**src/rtl/piso_serial_tx.sv**
```systemverilog
// piso_serial_tx: parallel-in, serial-out frame transmitter.
// Frames a WIDTH-bit word as start, data, optional even parity, and stop bits.
// Each bit is held for CLKS_PER_BIT cycles. All outputs are registered.
module piso_serial_tx #(
  parameter int WIDTH        = 4,
  parameter int CLKS_PER_BIT = 4,
  parameter int PARITY_EN    = 1,
  parameter int MSB_FIRST    = 1
) (
  input  logic             clk,
  input  logic             reset,
  input  logic [WIDTH-1:0] pi,
  input  logic             load_valid,
  output logic             load_ready,
  output logic             so,
  output logic             frame,
  output logic             done
);

  localparam int CW = (CLKS_PER_BIT > 1) ? $clog2(CLKS_PER_BIT) : 1;
  localparam int BW = (WIDTH > 1) ? $clog2(WIDTH) : 1;

  typedef enum logic [2:0] {
    IDLE   = 3'd0,
    START  = 3'd1,
    DATA   = 3'd2,
    PARITY = 3'd3,
    STOP   = 3'd4
  } state_t;

  state_t           state, state_nxt;
  logic [CW-1:0]    cnt, cnt_nxt;
  logic [BW-1:0]    bitcnt, bitcnt_nxt;
  logic [WIDTH-1:0] sh, sh_nxt, sh_shift;
  logic             par, par_nxt;
  logic             so_nxt, frame_nxt, done_nxt, ready_nxt;
  logic             bit_end;

  // Bit that goes on the line next from a given shift-register image.
  function automatic logic head_bit(input logic [WIDTH-1:0] v);
    return (MSB_FIRST != 0) ? v[WIDTH-1] : v[0];
  endfunction

  // State, counters, shift register and registered outputs; reset wins.
  always_ff @(posedge clk) begin
    if (!reset) begin
      state      <= IDLE;
      cnt        <= '0;
      bitcnt     <= '0;
      sh         <= '0;
      par        <= 1'b0;
      so         <= 1'b1;
      frame      <= 1'b0;
      done       <= 1'b0;
      load_ready <= 1'b0;
    end else begin
      state      <= state_nxt;
      cnt        <= cnt_nxt;
      bitcnt     <= bitcnt_nxt;
      sh         <= sh_nxt;
      par        <= par_nxt;
      so         <= so_nxt;
      frame      <= frame_nxt;
      done       <= done_nxt;
      load_ready <= ready_nxt;
    end
  end

  // Next state plus the output values that state will present next cycle.
  always_comb begin
    state_nxt  = state;
    cnt_nxt    = cnt;
    bitcnt_nxt = bitcnt;
    sh_nxt     = sh;
    par_nxt    = par;
    so_nxt     = so;
    frame_nxt  = frame;
    done_nxt   = 1'b0;
    ready_nxt  = load_ready;
    sh_shift   = (MSB_FIRST != 0) ? (sh << 1) : (sh >> 1);
    bit_end    = (cnt == CW'(CLKS_PER_BIT - 1));

    case (state)
      IDLE: begin
        so_nxt    = 1'b1;
        frame_nxt = 1'b0;
        ready_nxt = 1'b1;
        if (load_valid && load_ready) begin
          state_nxt  = START;
          sh_nxt     = pi;
          par_nxt    = ^pi;
          cnt_nxt    = '0;
          bitcnt_nxt = '0;
          so_nxt     = 1'b0;
          frame_nxt  = 1'b1;
          ready_nxt  = 1'b0;
        end
      end
      START: begin
        if (bit_end) begin
          state_nxt  = DATA;
          cnt_nxt    = '0;
          bitcnt_nxt = '0;
          so_nxt     = head_bit(sh);
        end else begin
          cnt_nxt = cnt + CW'(1);
        end
      end
      DATA: begin
        if (bit_end) begin
          cnt_nxt = '0;
          if (bitcnt == BW'(WIDTH - 1)) begin
            if (PARITY_EN != 0) begin
              state_nxt = PARITY;
              so_nxt    = par;
            end else begin
              state_nxt = STOP;
              so_nxt    = 1'b1;
            end
          end else begin
            sh_nxt     = sh_shift;
            bitcnt_nxt = bitcnt + BW'(1);
            so_nxt     = head_bit(sh_shift);
          end
        end else begin
          cnt_nxt = cnt + CW'(1);
        end
      end
      PARITY: begin
        if (bit_end) begin
          state_nxt = STOP;
          cnt_nxt   = '0;
          so_nxt    = 1'b1;
        end else begin
          cnt_nxt = cnt + CW'(1);
        end
      end
      STOP: begin
        if (bit_end) begin
          state_nxt = IDLE;
          cnt_nxt   = '0;
          so_nxt    = 1'b1;
          frame_nxt = 1'b0;
          done_nxt  = 1'b1;
          ready_nxt = 1'b1;
        end else begin
          cnt_nxt = cnt + CW'(1);
        end
      end
      default: begin
        state_nxt = IDLE;
        cnt_nxt   = '0;
        so_nxt    = 1'b1;
        frame_nxt = 1'b0;
        ready_nxt = 1'b0;
      end
    endcase
  end

endmodule

```
**config.mk**
```make
export PLATFORM = sky130hd
export DESIGN_NAME = piso_serial_tx
export DESIGN_NICKNAME = d
export VERILOG_FILES = /design/src/rtl/piso_serial_tx.sv
export SDC_FILE = /design/constraint.sdc
export NUM_CORES = 1
export LEC_CHECK = 0
export ABC_AREA = 0
export BUFFER_PORTS_ARGS = -buffer_cell sky130_fd_sc_hd__buf_4
export CAP_MARGIN = 20
export CORE_MARGIN = 2
export CORE_UTILIZATION = 30
export DETAILED_ROUTE_END_ITERATION = 12
export GPL_ROUTABILITY_DRIVEN = 0
export HOLD_SLACK_MARGIN = 0.08
export PLACE_DENSITY_LB_ADDON = 0.2
export SLEW_MARGIN = 10
export SYNTH_ARGS = -nofsm -noshare
export SYNTH_HDL_FRONTEND = slang
export SYNTH_SLANG_ARGS = --single-unit
```
**constraint.sdc**
```tcl
create_clock -name clk -period 3 [get_ports clk]
set_clock_uncertainty 0.2 [all_clocks]
set_input_delay 0.6 -clock clk [delete_from_list [all_inputs] [get_ports clk]]
set_output_delay 0.6 -clock clk [all_outputs]
set_load 0.01 [all_outputs]
```
==> results of run 1 <==
worst reg2reg max path, delay by kind of cell, from the launching register on:
kind                     cells  cell delay, ns
flip-flops                   1            0.37
AND/OR/NAND/NOR              2            0.32
AO/OA/AOI/OAI                2            0.53
adder cells (fa/ha/maj)      1            0.43
synthesized netlist by cell type (all sizes together):
cell type,count
mux2i,7
nand3,4
a311oi,1
nor3b,1
and2,2
a221oi,1
nand2b,4
clkbuf,2
nand4b,1
nand2,13
and4,1
a21boi,2
o21ai,4
xor2,2
nand3b,2
nor2,5
buf,4
o31ai,1
ha,2
o22ai,1
and3,1
o211a,3
a211oi,2
or2,1
a31oi,1
xnor2,4
a32oi,2
nor3,2
dfxtp,16
o211ai,1
o32a,1
a21oi,1
nor2b,4
cell usage in the layout (no fill, tap or decap), types with 2 or more instances in the layout:
cell                       instances
sky130_fd_sc_hd__and2_1            2
sky130_fd_sc_hd__dfxtp_1          16
sky130_fd_sc_hd__buf_4            10
sky130_fd_sc_hd__nand2b_1          4
sky130_fd_sc_hd__nor2_1            4
sky130_fd_sc_hd__mux2i_1           7
sky130_fd_sc_hd__clkbuf_4          3
sky130_fd_sc_hd__nor2b_1           4
sky130_fd_sc_hd__nand3_1           4
sky130_fd_sc_hd__nand2_1          12
sky130_fd_sc_hd__a32oi_1           2
sky130_fd_sc_hd__xnor2_1           4
sky130_fd_sc_hd__ha_1              2
sky130_fd_sc_hd__o211a_1           3
sky130_fd_sc_hd__a211oi_1          2
sky130_fd_sc_hd__xor2_1            2
sky130_fd_sc_hd__o21ai_0           3
final cells by class:
class | instances | area (um^2) | share of cell area
Multi-Input combinational cell | 77 | 573.1 | 0.5478
Clock buffer | 4 | 36.28 | 0.03469
Tap cell | 33 | 41.29 | 0.03947
Sequential cell | 16 | 320.3 | 0.3062
Timing Repair Buffer | 10 | 75.07 | 0.07177
per-layer routing:
layer / GRT usage / vias up / wire length (um)
met5: 0 / - / 0
met4: 0.02857 / 0 / 9
met3: 0.04803 / 2 / 91
met2: 0.1962 / 13 / 882
met1: 0.1653 / 356 / 945
li1: - / 374 / -
metrics by stage:
stage	utilization	hold slack, ns
2_1_floorplan	-	0.2385
3_3_place_gp	0.3363	0.2542
3_5_place_dp	0.3363	0.2538
4_1_cts	0.3483	0.2733
5_1_grt	0.3483	0.2817
6_report	0.3483	0.2708
where the power goes:
group          switching [mW]  total [mW]  internal (mW)
clock                  0.0751       0.149         0.0740
sequential             0.0434       0.291          0.248
combinational           0.120       0.232          0.111
sequential cells by signal, summed over array words and instances (netlist names):
register / flops
sh: 4
frame: 1
so: 1
cnt: 2
par: 1
state: 3
bitcnt: 2
done: 1
load_ready: 1
logic make-up after synthesis:
group	after synthesis
simple gates	41
compound gates	21
flops	16
mux	7
xor+xnor	6
buf+inv	6
fa+ha+maj	2
final timing paths:
check                           cells after the start                      to  slack, ns                   start
worst max-delay path                                5      sh[0]$_SDFFE_PN0P_       1.04     cnt[0]$_SDFFE_PN0P_
worst min-delay path                                2  bitcnt[1]$_SDFFE_PN0P_       0.27  bitcnt[1]$_SDFFE_PN0P_
worst max register to register                      5      sh[0]$_SDFFE_PN0P_       1.04     cnt[0]$_SDFFE_PN0P_
worst min register to register                      2  bitcnt[1]$_SDFFE_PN0P_       0.27  bitcnt[1]$_SDFFE_PN0P_
==> metrics.sh, run 1 <==
ANTENNA_VIOLATIONS_BEFORE_REPAIR=0
SYNTH_XOR_AREA_FRAC=0.05676
ANTENNA_CELLS=0
TIMING.CRITICAL_PATH.REQUIRED_NS=2.99
POSTPLACECELLAREA_UM2=1010
GRT_START_MAX_NET_PINS=20
DESIGN.DIE.AREA_UM2=3547
CORE.ROWCOUNT=20
DETAIL_ROUTE.WIRELENGTH_UM=1929
FILLERINSTANCES=319
ANTENNA_VIOLATING_NETS_POST_ROUTE=0
CATEGORY_OF_THE_CRITICAL_SETUP_TIMING_PATH='reg -> reg'
WORST_PIN_SLEW_NS=0.5825
CTS_POST_SETUP_BUFFERS_INSERTED=0
AVGROUTEDWIREPERCELL_UM=13.78
POST_CTS_SIZING_COUNT=0
DP.FINAL_HPWL_UM=1383
STATUS='finished clean'
SYNTHESIZED_NETS=108
ROUTE.DETAILED.DRC=0
DETAILEDROUTE.FIRSTPASSITERATIONCOUNT=4
NUMBER_OF_GLOBAL_ROUTE_VIAS_BEFORE_REPAIR=676
GRT_FIRST_PASS_WIRELENGTH_UM=3305
FIN_AREA_UM2=1046
POST_SYNTH_INSTANCE_AREA_UM2=925.9
MAX-SLEW-MARGIN-REL=0.6112
FINAL_NON_FILLER_CELL_TOTAL=140
SYNTH.MUX.AREA_FRACTION=0.07568
CTS-BUFFERS-INSERTED=3
POSTSYNTHCELLCOUNT=99
INITIAL_CORE_UTIL=0.3083
CLK_TRANSITION_REPORTED_PATHS_NS=0.10
PWR_DENSITY_CELL_nW_PER_UM2=642.2
IO-PIN-COUNT=11
CLOCKBUFFERDEPTH=2
DP_CELLS=136
NUMBER_OF_BUFFERS_INSERTED_FOR_HOLD_REPAIR_AFTER_CLOCK_TREE_SYNTHESIS=0
MIN_PATH_TYPE='reg -> reg'
FP.DIEH_UM=59.56
SYNTHTOPCELLSBYAREA='sky130_fd_sc_hd__dfxtp_1 (35%), sky130_fd_sc_hd__mux2i_1 (7.6%), sky130_fd_sc_hd__nand2_1 (4.9%)'
ENDPOINT_KIND='flip-flop'
STANDBY_LEAKAGE_POWER_nW=0.4365
GRT-OVFL-TOTAL=0
RSZ0062_AT_GRT='false'
CRITICAL_PATH_BUF_INV_COUNT=0
TOTAL_POWER_uW=671.8
MAIN_COMBINATIONAL_CELL_FAMILY_BY_AREA_AFTER_SYNTHESIS='simple AND/OR/NAND/NOR gates'
FINALNETCOUNT=117
ACHIEVABLE-FREQUENCY_GHz=0.5115
AVGVIACOUNTPERCELL=5.321
DRIVE_ABOVE_1_SHARE=0.1963
LAYOUT-AREA-OVERHEAD-VS-SYNTH_PCT=12.97
CLK_ROOT_BUFFER_CELL='sky130_fd_sc_hd__clkbuf_4'
YS_TYPES=41
FINAL_CRITICAL_PATH_SETUP_SLACK_NS=1.045
FIN_CRIT_NS=1.955
SYNTH_COMPOUND_GATE_AREA_SHARE=0.1932
CP_CELL_SEQUENCE='ha_1, nand2_2, a221oi_2, nand2b_1, a21boi_1'
YOSYSSEQAREASHARE=0.3459
CLKLATENCYLATEPIN_NS=0.30
MAX_STAGE_DELAY_NS=0.47
TNS_NS=0
CHIPWIDTH_UM=59.56
FINAL_MIN_PERIOD_OVER_CLOCK_PERIOD=0.6517
POSTSYNTHAREAPERCELL_UM2=9.352
GRT_USAGE=0.1261
POST_PLACE_SETUP_SLACK_NS=1.046
TIMING.CRITICAL_PATH.SLOWEST_STAGE_CELL='sky130_fd_sc_hd__a221oi_2'
TIMING.CRITICAL_PATH.MAX_DELAY_FAMILY='compound AO/OA/AOI/OAI gates'
SYNTH.YOSYS.WARNINGS=0
NUMPORTBUFFERS=10
CTS.SINKS=16
CTS_TREE='built'
TIMING.CRITICAL_PATH.FROM_TYPE='flip-flop'
YOSYS.AREA_SHARE.ADDER=0.02703
MAX_CAP_VIOLATIONS=0
SYNTH-SEQ-CELLS=16
CTSHTREEMAXLEVEL=1
SYNTH.TOP_CELL.AREA_SHARE=0.3459
HOLD_VIOL_FINAL=0
NETLIST.TOP_CELL.BY_AREA='sky130_fd_sc_hd__dfxtp_1'
DRV_SLEW=0
SETUP_VIOLATIONS=0
VDD_DROP_MAX_mV=0.2685
DRT_ITER0_DRC=37
CRITICAL_PATH_PEAK_FANOUT=12
VIA_COUNT=745
SYNTH_SIMPLE_GATE_AREA_FRAC=0.2662
WORST_EP_ARRIVAL_TIME_NS=1.94
FLOORPLAN.CORE_AREA_UM2=3003
Power figures use the tool's default switching activity.
==> inputs of run 2 (changes only) <==
- clock period: 3 -> 1.6 ns (I/O delays scaled with it)
==> metrics.sh, run 2 (same netlist as run 1, synthesis figures left out) <==
STANDBY_LEAKAGE_POWER_nW=0.5095
CRITICAL_PATH_BUF_INV_COUNT=0
CTS-BUFFERS-INSERTED=3
SWSHARE=0.3637
TNS_NS=0
CORE.ROWCOUNT=20
GRT_FIRST_PASS_WIRELENGTH_UM=3443
STATUS='finished clean'
FINAL_CRITICAL_PATH_SETUP_SLACK_NS=0.06546
ANTENNA_VIOLATING_NETS_POST_ROUTE=0
ANTENNA_VIOLATIONS_BEFORE_REPAIR=0
FIN_CRIT_NS=1.535
SETUP_VIOLATIONS=0
TOTAL_POWER_mW=1.334
IO-PIN-COUNT=11
CLK_TRANSITION_REPORTED_PATHS_NS=0.10
MOST_FREQUENT_CELLS_IN_THE_LAYOUT='sky130_fd_sc_hd__buf_4 (23), sky130_fd_sc_hd__nand2_1 (12), sky130_fd_sc_hd__dfxtp_1 (11), sky130_fd_sc_hd__mux2i_1 (7)'
ANTENNA_CELLS=0
FINALCOREUTILIZATION=0.4013
FLOORPLAN.CORE_AREA_UM2=3003
COMB_POWER_SHARE=0.417
CP_CELL_SEQUENCE='or2_1, o32a_1, a31oi_4, mux2i_1'
CLOCKBUFFERDEPTH=2
ROUTE.DETAILED.DRC=0
TIMING.CRITICAL_PATH.REQUIRED_NS=1.62
MAX_STAGE_DELAY_NS=0.40
MAX_CAP_VIOLATIONS=0
TIMING.CRITICAL_PATH.SLOWEST_STAGE_CELL='sky130_fd_sc_hd__dfxtp_2'
CTSHTREEMAXLEVEL=1
GRT-OVFL-TOTAL=0
CTS.SINKS=16
NUMPORTBUFFERS=10
CATEGORY_OF_THE_CRITICAL_SETUP_TIMING_PATH='reg -> reg'
FINALNETCOUNT=132
FINAL-SEQ-AREA_UM2=331.6
TOP_REGS='sh: 4 flops, state: 3 flops'
WORST_PIN_SLEW_NS=0.2967
CHIPWIDTH_UM=59.56
LARGEST_REGISTER='sh'
CTS_TREE='built'
DETAILEDROUTE.FIRSTPASSITERATIONCOUNT=4
PWR-SHARE-SEQ=0.416
MOSTFREQUENTLAYOUTCELL='sky130_fd_sc_hd__buf_4'
TIMING.CRITICAL_PATH.MAX_DELAY_FAMILY='flip-flops'
FIN_AREA_UM2=1205
POST_PLACE_SETUP_SLACK_NS=-0.04377
NUMBER_OF_GLOBAL_ROUTE_VIAS_BEFORE_REPAIR=726
DETAIL_ROUTE.WIRELENGTH_UM=2094
MULTIINPUTGATEAREA_UM2=610.6
NUMBER_OF_FLIP_FLOPS_UNDER_THE_LARGEST_REGISTER_NAME=4
DESIGN.DIE.AREA_UM2=3547
GRT_START_MAX_NET_PINS=13
RSZ0062_AT_GRT='true'
MIN_PATH_TYPE='in -> reg'
DRIVE_ABOVE_1_SHARE=0.3719
CLKLATENCYLATEPIN_NS=0.30
LAYOUT-AREA-OVERHEAD-VS-SYNTH_PCT=30.14
SHARE_CLK_OF_TOTAL_POWER=0.167
FINAL_MIN_PERIOD_OVER_CLOCK_PERIOD=0.9591
WORST_EP_ARRIVAL_TIME_NS=1.56
DRT_ITER0_DRC=22
POSTPLACECELLAREA_UM2=1122
PWR_DENSITY_CELL_nW_PER_UM2=1107
CLK_ROOT_BUFFER_CELL='sky130_fd_sc_hd__clkbuf_4'
TIMING.CRITICAL_PATH.FROM_TYPE='flip-flop'
MAX-SLEW-MARGIN-REL=0.8008
CRITICAL_PATH_PEAK_FANOUT=8
POWER.SWITCHING_uW=485.0
FP.DIEH_UM=59.56
P_INT_uW=848.6
VIA_COUNT=785
DRV_SLEW=0
VDD_DROP_MAX_mV=0.5278
ACHIEVABLE-FREQUENCY_GHz=0.6517
DP.FINAL_HPWL_UM=1553
AVGVIACOUNTPERCELL=5.097
GRT_USAGE=0.1287
FILLERINSTANCES=314
AVGROUTEDWIREPERCELL_UM=13.60
HOLD_VIOL_FINAL=0
INITIAL_CORE_UTIL=0.3083
ENDPOINT_KIND='flip-flop'
-- run 2: cell count changes in the layout (fill, tap and decap cells not counted), moves of 2 or more --
cell / change
sky130_fd_sc_hd__buf_4: +13
sky130_fd_sc_hd__dfxtp_1: -5
sky130_fd_sc_hd__dfxtp_2: +3
sky130_fd_sc_hd__dfxtp_4: +2
sky130_fd_sc_hd__ha_1: -2
-- run 2: worst register-to-register path: stages (launching register included) --
cell and delay, ns:
sky130_fd_sc_hd__dfxtp_2 0.40, sky130_fd_sc_hd__or2_1 0.27, sky130_fd_sc_hd__o32a_1 0.21, sky130_fd_sc_hd__a31oi_4 0.18, sky130_fd_sc_hd__mux2i_1 0.20
-- run 2: worst paths after layout --
check                                            from                     end  slack, ns  cells past startpoint
worst max-delay path            state[0]$_SDFFE_PN0P_  bitcnt[0]$_SDFFE_PN0P_       0.07                      4
worst min-delay path                            pi[0]      sh[0]$_SDFFE_PN0P_       0.11                      3
worst max register to register  state[0]$_SDFFE_PN0P_  bitcnt[0]$_SDFFE_PN0P_       0.07                      4
worst min register to register     sh[0]$_SDFFE_PN0P_      sh[0]$_SDFFE_PN0P_       0.28                      2
-- run 2: cell type report --
class | count | share of cell area
tap | 33 | 0.03427
clock buffer | 3 | 0.01869
sequential | 16 | 0.2752
multi-input combinational | 77 | 0.5067
timing repair buffer | 25 | 0.1651
-- run 2: power groups by stage --
stage / clock network, mW / registers, mW / logic, mW
final: 0.223 / 0.555 / 0.556
after floorplan: 0 / 0.517 / 0.362
after detailed placement: 0 / 0.546 / 0.527
after global routing: 0.258 / 0.563 / 0.612
after global placement: 0 / 0.544 / 0.526
after CTS: 0.238 / 0.543 / 0.531
-- run 2: what timing repair did --
item / 4_1_cts / 5_1_grt
pin swaps: 1 / 2
hold buffers: 0 / 0
setup endpoints to repair: 4 / 8
gates cloned: 0 / 0
gates resized for setup: 4 / 14
setup buffers: 0 / 0
-- run 2: stage by stage --
step	hold WS [ns]	instances
after detailed placement	0.2636	151
after CTS	0.09787	154
final	0.1127	154
after floorplan	0.2385	99
after global routing	0.09621	154
after global placement	0.2536	151
-- run 2: metal layers --
metal / global-route usage / wire, um
met1: 0.1731 / 1048
met2: 0.2025 / 946
met3: 0.04585 / 98
met4: 0.01905 / 0
met5: 0 / 0
==> inputs of run 3 (changes only) <==
- CORE_UTILIZATION: 30 -> 40
==> metrics.sh, run 3 (same netlist as run 1, synthesis figures left out) <==
DRIVE_ABOVE_1_SHARE=0.3496
CRITICAL_PATH_PEAK_FANOUT=7
TOP_LAYER='met4'
GRT-OVFL-TOTAL=0
NUMBER_OF_FLIP_FLOPS_UNDER_THE_LARGEST_REGISTER_NAME=4
FLOORPLAN.CORE_AREA_UM2=2191
MAX-SLEW-MARGIN-REL=0.7973
MET2_LENGTH_UM=864
AVGVIACOUNTPERCELL=5.146
HOLD_VIOL_FINAL=0
ACHIEVABLE-FREQUENCY_GHz=0.6445
DESIGN.DIE.AREA_UM2=2715
CLK_TRANSITION_REPORTED_PATHS_NS=0.09
TIMING.CRITICAL_PATH.MAX_DELAY_FAMILY='flip-flops'
FILLERINSTANCES=221
CTS_POST_SETUP_BUFFERS_INSERTED=0
WORST_PIN_SLEW_NS=0.3037
RSZ0062_AT_GRT='true'
FP.DIEH_UM=52.11
POSTPLACECELLAREA_UM2=1131
TOTAL_POWER_mW=1.335
PWR_DENSITY_CELL_nW_PER_UM2=1129
SETUP_VIOLATIONS=0
MET3_LENGTH_UM=61
DP.FINAL_HPWL_UM=1431
CP-STARTPOINT='state[1]$_SDFFE_PN0P_'
CP_COMMON_CELL='sky130_fd_sc_hd__buf_4'
POST_CTS_SIZING_COUNT=2
DRT_ITER0_DRC=5
TIMING.CRITICAL_PATH.REQUIRED_NS=1.59
NUMPORTBUFFERS=10
TIMING.CRITICAL_PATH.SLOWEST_STAGE_CELL='sky130_fd_sc_hd__dfxtp_2'
CTSHTREEMAXLEVEL=1
STATUS='finished clean'
INITIAL_CORE_UTIL=0.4226
GRT_USAGE=0.1706
DETAILEDROUTE.FIRSTPASSITERATIONCOUNT=4
CORE.ROWCOUNT=17
MOSTFREQUENTLAYOUTCELL='sky130_fd_sc_hd__buf_4'
CTS-BUFFERS-INSERTED=3
ENDPOINT_KIND='flip-flop'
CATEGORY_OF_THE_CRITICAL_SETUP_TIMING_PATH='reg -> reg'
IO-PIN-COUNT=11
CLOCKBUFFERDEPTH=2
POST_PLACE_SETUP_SLACK_NS=-0.03310
NUMBER_OF_GLOBAL_ROUTE_VIAS_BEFORE_REPAIR=772
CLK_ROOT_BUFFER_CELL='sky130_fd_sc_hd__clkbuf_4'
MIN_PATH_TYPE='in -> reg'
FINALNETCOUNT=134
MAX_CAP_VIOLATIONS=0
GRT_FIRST_PASS_WIRELENGTH_UM=3346
AVGROUTEDWIREPERCELL_UM=12.34
CTS_TREE='built'
ANTENNA_CELLS=0
FINAL_MIN_PERIOD_OVER_CLOCK_PERIOD=0.9697
ANTENNA_VIOLATIONS_BEFORE_REPAIR=0
WORST_EP_ARRIVAL_TIME_NS=1.54
STANDBY_LEAKAGE_POWER_nW=0.5194
HOLDCRITSTARTPOINT='pi[0]'
TOP_REGS='sh: 4 flops, state: 3 flops'
DETAIL_ROUTE.WIRELENGTH_UM=1864
R2R-START='state[1]$_SDFFE_PN0P_'
NUMBER_OF_BUFFERS_INSERTED_FOR_HOLD_REPAIR_AFTER_CLOCK_TREE_SYNTHESIS=0
CP_CELL_SEQUENCE='buf_4, nand3b_4, a221oi_2, buf_4, nand2b_1, a21boi_1'
DRV_SLEW=0
VDD_DROP_MAX_mV=0.7183
FIN_CRIT_NS=1.552
TIMING.HOLD.WS_NS=0.1120
MOST_FREQUENT_CELLS_IN_THE_LAYOUT='sky130_fd_sc_hd__buf_4 (27), sky130_fd_sc_hd__nand2_1 (12), sky130_fd_sc_hd__dfxtp_1 (12), sky130_fd_sc_hd__mux2i_1 (7)'
TIMING.CRITICAL_PATH.FROM_TYPE='flip-flop'
FINAL-SEQ-AREA_UM2=325.3
CRITICAL_PATH_BUF_INV_COUNT=2
GRT_START_MAX_NET_PINS=20
CTS.SINKS=16
VIA_COUNT=777
ANTENNA_VIOLATING_NETS_POST_ROUTE=0
CHIPWIDTH_UM=52.11
MULTIINPUTGATEAREA_UM2=596.8
LAYOUT-AREA-OVERHEAD-VS-SYNTH_PCT=27.70
FIN_AREA_UM2=1182
ROUTE.DETAILED.DRC=0
LARGEST_REGISTER='sh'
DRT-MET1-WL_UM=889
MAX_STAGE_DELAY_NS=0.35
FINAL_CRITICAL_PATH_SETUP_SLACK_NS=0.04840
CLKLATENCYLATEPIN_NS=0.29
run 3: worst reg2reg max path: cells and delay by family, from the launching register on:
family          cells  cell delay (ns)
flops               1             0.35
buf+inv             2             0.33
simple gates        2             0.28
compound gates      2             0.28
run 3: area by class of cell:
type | instances | area share
Multi-Input combinational cell | 77 | 0.5048
Sequential cell | 16 | 0.2751
Timing Repair Buffer | 27 | 0.1714
Tap cell | 28 | 0.02963
Clock buffer | 3 | 0.01905
run 3: layer usage:
layer | GRT usage | up-vias
met4 | 0.1184 | 0
met1 | 0.1993 | 356
met2 | 0.2827 | 11
met3 | 0.02586 | 4
li1 | - | 406
met5 | 0 | -
run 3: final timing paths:
kind	endpoint	slack (ns)	cells after the start
setup reg to reg	sh[0]$_SDFFE_PN0P_	0.05	6
hold / removal	sh[0]$_SDFFE_PN0P_	0.11	3
hold reg to reg	bitcnt[1]$_SDFFE_PN0P_	0.27	2
setup / recovery	sh[0]$_SDFFE_PN0P_	0.05	6
run 3: metrics by stage:
step | cells | TNS, ns | util
2_1_floorplan | 99 | 0 | -
3_3_place_gp | 148 | 0 | 0.5163
3_5_place_dp | 148 | -0.05507 | 0.5163
4_1_cts | 151 | 0 | 0.5323
5_1_grt | 151 | -0.1102 | 0.5397
6_report | 151 | 0 | 0.5397
run 3: where the power goes:
part	internal, mW	switching [mW]	total (mW)
Clock	0.0875	0.124	0.211
Combinational	0.319	0.267	0.586
Sequential	0.470	0.0673	0.538
